## src/rtl/bcd_convertidor_resultado_if.sv

```systemverilog
// Result bus between the converter and the display side: the start/value request
// and the BCD/sign result with busy/done status.
interface bcd_convertidor_resultado_if #(
  parameter int WIDTH  = 32,
  parameter int DIGITS = 10
);
  logic                  start;
  logic [WIDTH-1:0]      bin_in;
  logic [4*DIGITS-1:0]   bcd;
  logic                  neg;
  logic                  busy;
  logic                  done;

  modport master (output start, bin_in, input bcd, neg, busy, done);
  modport slave  (input start, bin_in, output bcd, neg, busy, done);
endinterface

```

## src/rtl/bcd_convertidor_resultado.sv

```systemverilog
// Sequential signed-binary to BCD converter (double dabble), one bit per cycle.
// Optional macro BCD_BLANK_EN replaces leading zero digits with the blank code 4'hF.
//
// state | meaning
// IDLE  | waiting for start; last result held
// CONV  | shift-add-3 iterations, WIDTH cycles
// FIN   | publish bcd/neg, pulse done
module bcd_convertidor_resultado #(
  parameter int WIDTH  = 32,
  parameter int DIGITS = 10
) (
  input  logic clk,
  input  logic reset,
  bcd_convertidor_resultado_if.slave bus
);
  localparam int CW = $clog2(WIDTH + 1);

  typedef enum logic [1:0] {IDLE, CONV, FIN} state_t;

  state_t               state;
  logic [WIDTH-1:0]     mag;
  logic [4*DIGITS-1:0]  scratch;
  logic [4*DIGITS-1:0]  adj;
  logic [4*DIGITS-1:0]  result;
  logic [CW-1:0]        cnt;
  logic                 neg_r;
  logic [4*DIGITS-1:0]  bcd_r;
  logic                 neg_o;
  logic                 busy_o;
  logic                 done_o;

  always_comb begin
    adj = scratch;
    for (int i = 0; i < DIGITS; i++) begin
      if (scratch[4*i +: 4] >= 4'd5) adj[4*i +: 4] = scratch[4*i +: 4] + 4'd3;
    end
  end

`ifdef BCD_BLANK_EN
  logic lead;
  // Walk down from the top digit; digit 0 is never blanked so zero shows as "0".
  always_comb begin
    result = scratch;
    lead   = 1'b1;
    for (int i = DIGITS - 1; i >= 1; i--) begin
      if (lead && scratch[4*i +: 4] == 4'd0) result[4*i +: 4] = 4'hF;
      else                                   lead = 1'b0;
    end
  end
`else
  assign result = scratch;
`endif

  always_ff @(posedge clk) begin
    if (reset) begin
      state   <= IDLE;
      mag     <= '0;
      scratch <= '0;
      cnt     <= '0;
      neg_r   <= 1'b0;
      bcd_r   <= '0;
      neg_o   <= 1'b0;
      busy_o  <= 1'b0;
      done_o  <= 1'b0;
    end else begin
      done_o <= 1'b0;
      case (state)
        IDLE: begin
          if (bus.start) begin
            // Two's-complement negate in WIDTH bits; the most negative value maps to 2^(WIDTH-1).
            mag     <= bus.bin_in[WIDTH-1] ? (~bus.bin_in + WIDTH'(1)) : bus.bin_in;
            neg_r   <= bus.bin_in[WIDTH-1];
            scratch <= '0;
            cnt     <= CW'(WIDTH);
            busy_o  <= 1'b1;
            state   <= CONV;
          end
        end
        CONV: begin
          scratch <= {adj[4*DIGITS-2:0], mag[WIDTH-1]};
          mag     <= {mag[WIDTH-2:0], 1'b0};
          cnt     <= cnt - CW'(1);
          if (cnt == CW'(1)) state <= FIN;
        end
        FIN: begin
          bcd_r  <= result;
          neg_o  <= neg_r;
          done_o <= 1'b1;
          busy_o <= 1'b0;
          state  <= IDLE;
        end
        default: state <= IDLE;
      endcase
    end
  end

  assign bus.bcd  = bcd_r;
  assign bus.neg  = neg_o;
  assign bus.busy = busy_o;
  assign bus.done = done_o;
endmodule
```

## src/flat_wrapper.sv

```systemverilog
// flat-port wrapper written by rule: the top's interface ports become plain ports
module bcd_convertidor_resultado_flat 
#(
  parameter int WIDTH  = 32,
  parameter int DIGITS = 10
)
  (clk, reset, bus_start, bus_bin_in, bus_bcd, bus_neg, bus_busy, bus_done);
  bcd_convertidor_resultado_if #(.WIDTH(WIDTH), .DIGITS(DIGITS)) bus_i ();
  input  logic clk;
  input  logic reset;
  input wire logic [$bits(bus_i.start)-1:0] bus_start;
  input wire logic [$bits(bus_i.bin_in)-1:0] bus_bin_in;
  output wire logic [$bits(bus_i.bcd)-1:0] bus_bcd;
  output wire logic [$bits(bus_i.neg)-1:0] bus_neg;
  output wire logic [$bits(bus_i.busy)-1:0] bus_busy;
  output wire logic [$bits(bus_i.done)-1:0] bus_done;
  assign bus_i.start = bus_start;
  assign bus_i.bin_in = bus_bin_in;
  assign bus_bcd = bus_i.bcd;
  assign bus_neg = bus_i.neg;
  assign bus_busy = bus_i.busy;
  assign bus_done = bus_i.done;
  bcd_convertidor_resultado #(.WIDTH(WIDTH), .DIGITS(DIGITS)) u_core (.clk(clk), .reset(reset), .bus(bus_i));
endmodule
```

## config.mk

```make
export PLATFORM = sky130hd
export DESIGN_NAME = bcd_convertidor_resultado_flat
export DESIGN_NICKNAME = d
export VERILOG_FILES = /design/src/rtl/bcd_convertidor_resultado_if.sv /design/src/rtl/bcd_convertidor_resultado.sv /design/src/flat_wrapper.sv
export SDC_FILE = /design/constraint.sdc
export NUM_CORES = 1
export LEC_CHECK = 0
export BUFFER_PORTS_ARGS = -buffer_cell sky130_fd_sc_hd__buf_2
export CAP_MARGIN = 20
export CORE_MARGIN = 10
export CORE_UTILIZATION = 25
export DETAILED_ROUTE_END_ITERATION = 8
export MAX_ROUTING_LAYER = met4
export PLACE_DENSITY = 0.44
export SYNTH_ARGS = -nofsm -noshare
export SYNTH_HDL_FRONTEND = slang
export SYNTH_SLANG_ARGS = --single-unit
```

## constraint.sdc

```tcl
create_clock -name clk -period 1.8 [get_ports clk]
set_input_delay 0.18 -clock clk [delete_from_list [all_inputs] [get_ports clk]]
set_output_delay 0.18 -clock clk [all_outputs]
set_load 0.05 [all_outputs]
```

# Word level (Yosys, flattened, before mapping)
# Cells that the tools add are included.
dict set report word_totals {
  regBits 124
  input_bits 35
  wordCells 67
}
dict set report op_classes {
  n_addsub 12
  magnitude_cmp 10
  n_eq_ne 5
  mux 23
  bitwise 1
  n_reduce_logical 7
}
# operator count
set op_table {}
lappend op_table {{case mux 40 bit (2 select lines)} 1}
lappend op_table {{two-way mux 32 bit} 2}
lappend op_table {{case mux 32 bit (2 select lines)} 1}
lappend op_table {{greater-or-equal comparator 4 x 3 -> 1 bit (second input constant)} 10}
lappend op_table {{two-way mux 40 bit} 1}
lappend op_table {{adder 4 x 2 -> 4 bit (second input constant)} 9}
lappend op_table {{two-way mux 4 bit} 9}
lappend op_table {{adder 32 x 1 -> 32 bit (second input constant)} 1}
lappend op_table {{inverter 32 bit} 1}
lappend op_table {{case mux 6 bit (2 select lines)} 1}
lappend op_table {{AND reduction 2 bit} 4}
lappend op_table {{== test 6 x 1 -> 1 bit (second input constant)} 1}
lappend op_table {{two-way mux 6 bit} 1}
lappend op_table {{subtractor 6 x 1 -> 6 bit (second input constant)} 1}
lappend op_table {{two-way mux 2 bit} 2}
lappend op_table {{case mux 2 bit (2 select lines)} 1}
lappend op_table {{nonzero test 2 bit} 2}
lappend op_table {{adder 3 x 2 -> 3 bit (second input constant)} 1}
lappend op_table {{two-way mux 3 bit} 1}
lappend op_table {{== test 2 x 1 -> 1 bit (second input constant)} 1}
lappend op_table {{== test 2 bit (second input constant)} 1}
lappend op_table {{logical NOT 2 bit} 1}
lappend op_table {{two-way mux 1 bit} 2}
lappend op_table {{!= test 2 x 1 -> 1 bit (second input constant)} 1}
lappend op_table {{other kinds (2)} 2}

# Logic depth before layout (Yosys ltp)
dict set report depth {
  ltp_word 5
  depth_mapped 7
  depth_no_buf 7
}

# Worst setup path before layout
# No wires, ideal clock.
dict set report synth_timing {
  path_type {input to register}
  start {input port bus_bin_in[12]}
  end {register u_core.mag[17]}
  t_arrival_ps 1479
  slack_ps 187
  cell_stages 5
  cell_sequence {or4_4 > or4_1 > o21ai_2 > xor2_1 > o22ai_1}
}
dict set report synth_between {
  elab_chain_len 5
}
# element line
set synth_rtl {}
lappend synth_rtl {{from (decl)} flat_wrapper.sv:12} ;# input wire logic [$bits(bus_i.bin_in)-1:0] bus_bin_in;
lappend synth_rtl {{inverter 32 bit} bcd_convertidor_resultado.sv:71} ;# mag <= bus.bin_in[WIDTH-1] ? (~bus.bin_in + WIDTH'(1)) : bus.bin_in;
lappend synth_rtl {{adder 32 x 1 -> 32 bit} bcd_convertidor_resultado.sv:71}
lappend synth_rtl {{two-way mux 32 bit} bcd_convertidor_resultado.sv:71}
lappend synth_rtl {{two-way mux 32 bit} bcd_convertidor_resultado.sv:69} ;# if (bus.start) begin
lappend synth_rtl {{case mux 32 bit (2 select lines)} bcd_convertidor_resultado.sv:67} ;# case (state)
lappend synth_rtl {{to (signal assigned)} bcd_convertidor_resultado.sv:71}
lappend synth_rtl {{to (signal assigned)} bcd_convertidor_resultado.sv:81} ;# mag <= {mag[WIDTH-2:0], 1'b0};
lappend synth_rtl {{to (decl)} bcd_convertidor_resultado.sv:21} ;# logic [WIDTH-1:0] mag;
# No other way between the ends. The select of a mux whose other input is x is not followed.
# A chain may end at the register's enable or synchronous reset.

# Final worst setup path
dict set report layout_timing {
  start {register u_core.state[1]}
  end {register u_core.cnt[5]}
}
dict set report layout_between {
  elab_chain_len 3
  elab_cells_between_ends 6
  classes_between {eq/ne: 2; mux: 1; reduce/logical: 3}
}
# element line
set layout_rtl {}
lappend layout_rtl {{from (decl)} bcd_convertidor_resultado.sv:20} ;# state_t state;
lappend layout_rtl {{from (signal assigned)} bcd_convertidor_resultado.sv:56} ;# state <= IDLE;
lappend layout_rtl {{from (signal assigned)} bcd_convertidor_resultado.sv:76} ;# state <= CONV;
lappend layout_rtl {{from (signal assigned)} bcd_convertidor_resultado.sv:83} ;# if (cnt == CW'(1)) state <= FIN;
lappend layout_rtl {{== test 2 x 1 -> 1 bit or logical NOT 2 bit (tied branches)} bcd_convertidor_resultado.sv:67}
lappend layout_rtl {{nonzero test 2 bit (no line) or != test 2 bit (tied branches)} n/a}
lappend layout_rtl {{AND reduction 2 bit (no line)} n/a}
lappend layout_rtl {{to (signal assigned)} bcd_convertidor_resultado.sv:74} ;# cnt <= CW'(WIDTH);
lappend layout_rtl {{to (signal assigned)} bcd_convertidor_resultado.sv:82} ;# cnt <= cnt - CW'(1);
lappend layout_rtl {{to (decl)} bcd_convertidor_resultado.sv:25} ;# logic [CW-1:0] cnt;
# Several ways; a longest one is shown, not always the timed one.

==> flow_metrics.py <==
metrics = {
    "sta": {
        "hold_slack_ns": 0.07398,
        "clock.fmax_mhz": 631.7,
        "finClkSkew_ns": 0.006799,
        "setup_viol": 0,
        "fin_crit_ns": 1.583,
        "worstMarginPinSlew_ns": 0.5807,
        "final_max_slew_viol_count": 0,
        "grt_setup_unrepaired": "false",
        "finalHoldViolCount": 0,
        "period_share_pct": 87.94,
        "maxSlewHeadroom_pct": 60.93,
        "worst_slack_ns": 0.2171,
    },
    "critical_path": {
        "reg2reg_from": "u_core.state[1]$_SDFFE_PP0P_",
        "ff2ff_path_depth": 5,
        "worstSetupEndpointType": "flip-flop",
        "cp_slowest_cell": "nor4_1",
        "crit_fanout": 4,
        "startpoint": "u_core.state[1]$_SDFFE_PP0P_",
        "critical_path_required_ns": 2.13,
        "arrival_ns": 1.91,
        "crit_end": "u_core.cnt[5]$_SDFFE_PP0P_",
        "critical_path.cell_chain": "buf_4, nand2b_2, nor4_1, a211oi_1, a311oi_1",
        "crit_type": "reg -> reg",
        "slowest_delay_ns": 0.45,
        "worstReg2RegEnd": "u_core.cnt[5]$_SDFFE_PP0P_",
        "start_kind": "flip-flop",
        "reg2reg_setup_slack_ns": 0.22,
    },
    "global_routing": {
        "grt_pass1_vias": 5183,
        "antenna_found_initial": 0,
        "grt_start_max_net_pins": 44,
        "grt_overflow": 0,
        "grt_usage_pct": 10.86,
        "grt_pass1_wl_um": 26670,
    },
    "pwr": {
        "comb_power_share_pct": 9.7,
        "power.leakage_nw": 2.988,
        "clock_power_share_pct": 50.9,
        "p_sw_share_pct": 23.78,
        "p_seq_share_pct": 39.5,
        "peakVddDrop_v": 0.0006027,
        "p_switching_mw": 1.738,
        "p_per_area_nw_per_um2": 951.4,
        "p_int_mw": 5.570,
    },
    "cts": {
        "clock_path_buffers": 2,
        "cts.htree.levels": 4,
        "cts_made_buffers": 17,
        "cts_tree": "built",
        "hold_buffers": 0,
        "root_buffer": "clkbuf_16",
        "clk_pin_slew_worst_paths_ns": 0.06,
        "post_cts_buffers": 0,
        "cts_resized": 0,
        "clock_latency_ns": 0.41,
        "cts_sinks": 124,
    },
    "logic_synthesis": {
        "ys_top_cells_by_area": "dfxtp_1 41%, a21oi_1 8.1%, nand2_1 6.9%, ha_1 4.8%, xor2_1 3.7%",
        "synthCells": 741,
        "synth_edf_count": 0,
        "synth_flop_cell": "dfxtp_1",
        "synthArstFlopShare_pct": 0,
        "synth_nets": 799,
        "netlist_area_um2": 5994,
        "seq_area_frac_synth_pct": 41.41,
        "ys_ff_latch": 124,
        "post-synth-top-area-cell": "dfxtp_1",
        "syn_avg_cell_area_um2": 8.090,
        "yosysTopAreaCellShare_pct": 41.41,
        "synth-warning-count": 0,
        "synthTopCellsByCount": "124 x dfxtp_1, 110 x nand2_1, 97 x a21oi_1",
        "synthDistinctLibCells": 42,
        "yosysMostFrequentCell": "dfxtp_1",
    },
    "detailed_routing": {
        "via_count": 5326,
        "drtPass1Iterations": 4,
        "wl_um": 15940,
        "drt-wirelength-per-cell_um": 13.68,
        "detail-route-antenna-nets": 0,
        "route.detailed.drc": 0,
        "dr.first_iter.drc_count": 275,
        "via_per_inst": 4.572,
    },
    "placement": {
        "preCtsSetupSlack_ns": -0.09016,
        "globalplace.congestion": 0.7446,
        "io_buffers": 77,
        "hpwl_um": 10820,
    },
    "floorplanning": {
        "dieHeight_um": 174.9,
        "core_area_um2": 23540,
        "start_util_pct": 25.46,
        "die_width_um": 174.9,
        "row_count": 56,
        "floorplan.die_area_um2": 30570,
        "pin_count": 78,
    },
    "cells_and_area": {
        "drive_above_1_share_pct": 20.33,
        "nNetsFinal": 891,
        "multi_input_area_um2": 3234,
        "area_growth_syn_to_layout_pct": 28.14,
        "seq_area_um2": 2482,
        "fillers": 2589,
        "diodes": 0,
    },
    "hold_path": {
        "min_path_type": "in -> reg",
    },
    "flow_run": {
        "maxCapViolations": 0,
    },
    "status": {
        "status": "complete, no violations",
    },
}
-- flip-flops by register name (all words and copies together) (netlist names) --
signal,count
u_core.bus.neg,1
u_core.neg_r,1
u_core.bus.done,1
u_core.mag,32
u_core.bus.bcd,40
u_core.result,40
u_core.state,2
u_core.bus.busy,1
u_core.cnt,6
-- final cells by class --
type                    count  share of cell area [%]
well taps                 319                   5.196
clock inverters            10                   2.101
inverters                  29                   1.417
clock buffers              22                   6.304
flip-flops and latches    124                   32.32
repair buffers            125                   10.56
multi-input cells         536                   42.11
-- per-stage QoR --
stage	instance area, µm²	total power [mW]	util, %	setup TNS [ns]	std cells
2_1_floorplan	5995	3.351	-	0	741
3_3_place_gp	7036	3.663	29.88	-0.2590	1133
3_5_place_dp	7036	3.660	29.88	-0.4260	1133
4_1_cts	7681	7.424	32.63	0	1165
5_1_grt	7681	7.621	32.63	0	1165
6_report	7681	7.308	32.63	0	1165
-- layer usage --
metal / share of wire, % / vias to the layer above / routed length [µm] / global-route usage (%)
li1: - / 2788 / - / -
met1: 54 / 2453 / 8664 / 14.81
met2: 42 / 74 / 6634 / 15.36
met3: 3.1 / 11 / 489 / 2.910
met4: 0.94 / 0 / 150 / 3.073
met5: 0 / - / 0 / -
-- critical path: cells and delay by family, from the launching register on --
family / cells / cell delay, ns
AO/OA/AOI/OAI: 2 / 0.40
buffers and inverters: 1 / 0.15
AND/OR/NAND/NOR: 2 / 0.64
flip-flops: 1 / 0.31
-- logic make-up after synthesis --
group | share of synthesized area (%)
mux | 0.5010
simple gates | 19.54
buf+inv | 5.093
flops | 41.41
xor+xnor | 6.867
fa+ha+maj | 4.801
compound gates | 21.79
-- how the worst min path moves through the flow --
stage	slack, ns	depth (start not counted)	to	from
2_1_floorplan	0.32	2	u_core.mag[0]$_SDFFE_PP0P_	bus_bin_in[0]
3_3_place_gp	0.44	2	u_core.bus.bcd[20]$_SDFFE_PP0P_	u_core.bus.bcd[20]$_SDFFE_PP0P_
3_5_place_dp	0.44	2	u_core.bus.bcd[17]$_SDFFE_PP0P_	u_core.bus.bcd[17]$_SDFFE_PP0P_
4_1_cts	0.06	3	u_core.mag[30]$_SDFFE_PP0P_	bus_bin_in[30]
5_1_grt	0.07	3	u_core.mag[30]$_SDFFE_PP0P_	bus_bin_in[30]
6_report	0.07	3	u_core.mag[30]$_SDFFE_PP0P_	bus_bin_in[30]
-- power by group through the flow --
stage | Clock (mW) | Sequential, mW | Combinational, mW
after global routing | 3.94 | 2.89 | 0.793
after floorplan | 0 | 2.94 | 0.414
after detailed placement | 0 | 2.94 | 0.717
after CTS | 3.82 | 2.88 | 0.718
final | 3.72 | 2.88 | 0.707
after global placement | 0 | 2.94 | 0.720
-- placed cells by master (no fill, tap or decap), types with 12 or more instances in the layout --
cell type,netlist,routed
a21oi_1,97,97
a22oi_1,17,17
and3_1,21,21
buf_2,1,76
buf_4,0,44
clkbuf_16,0,17
dfxtp_1,124,124
ha_1,23,23
inv_1,29,29
nand2_1,110,110
nand2b_1,14,12
nand3_1,26,26
nor2_1,36,35
nor3_1,15,15
o21ai_0,28,28
o22ai_1,24,24
xnor2_1,22,22
xor2_1,25,25
Note: power is estimated with default switching activity, not from simulation.
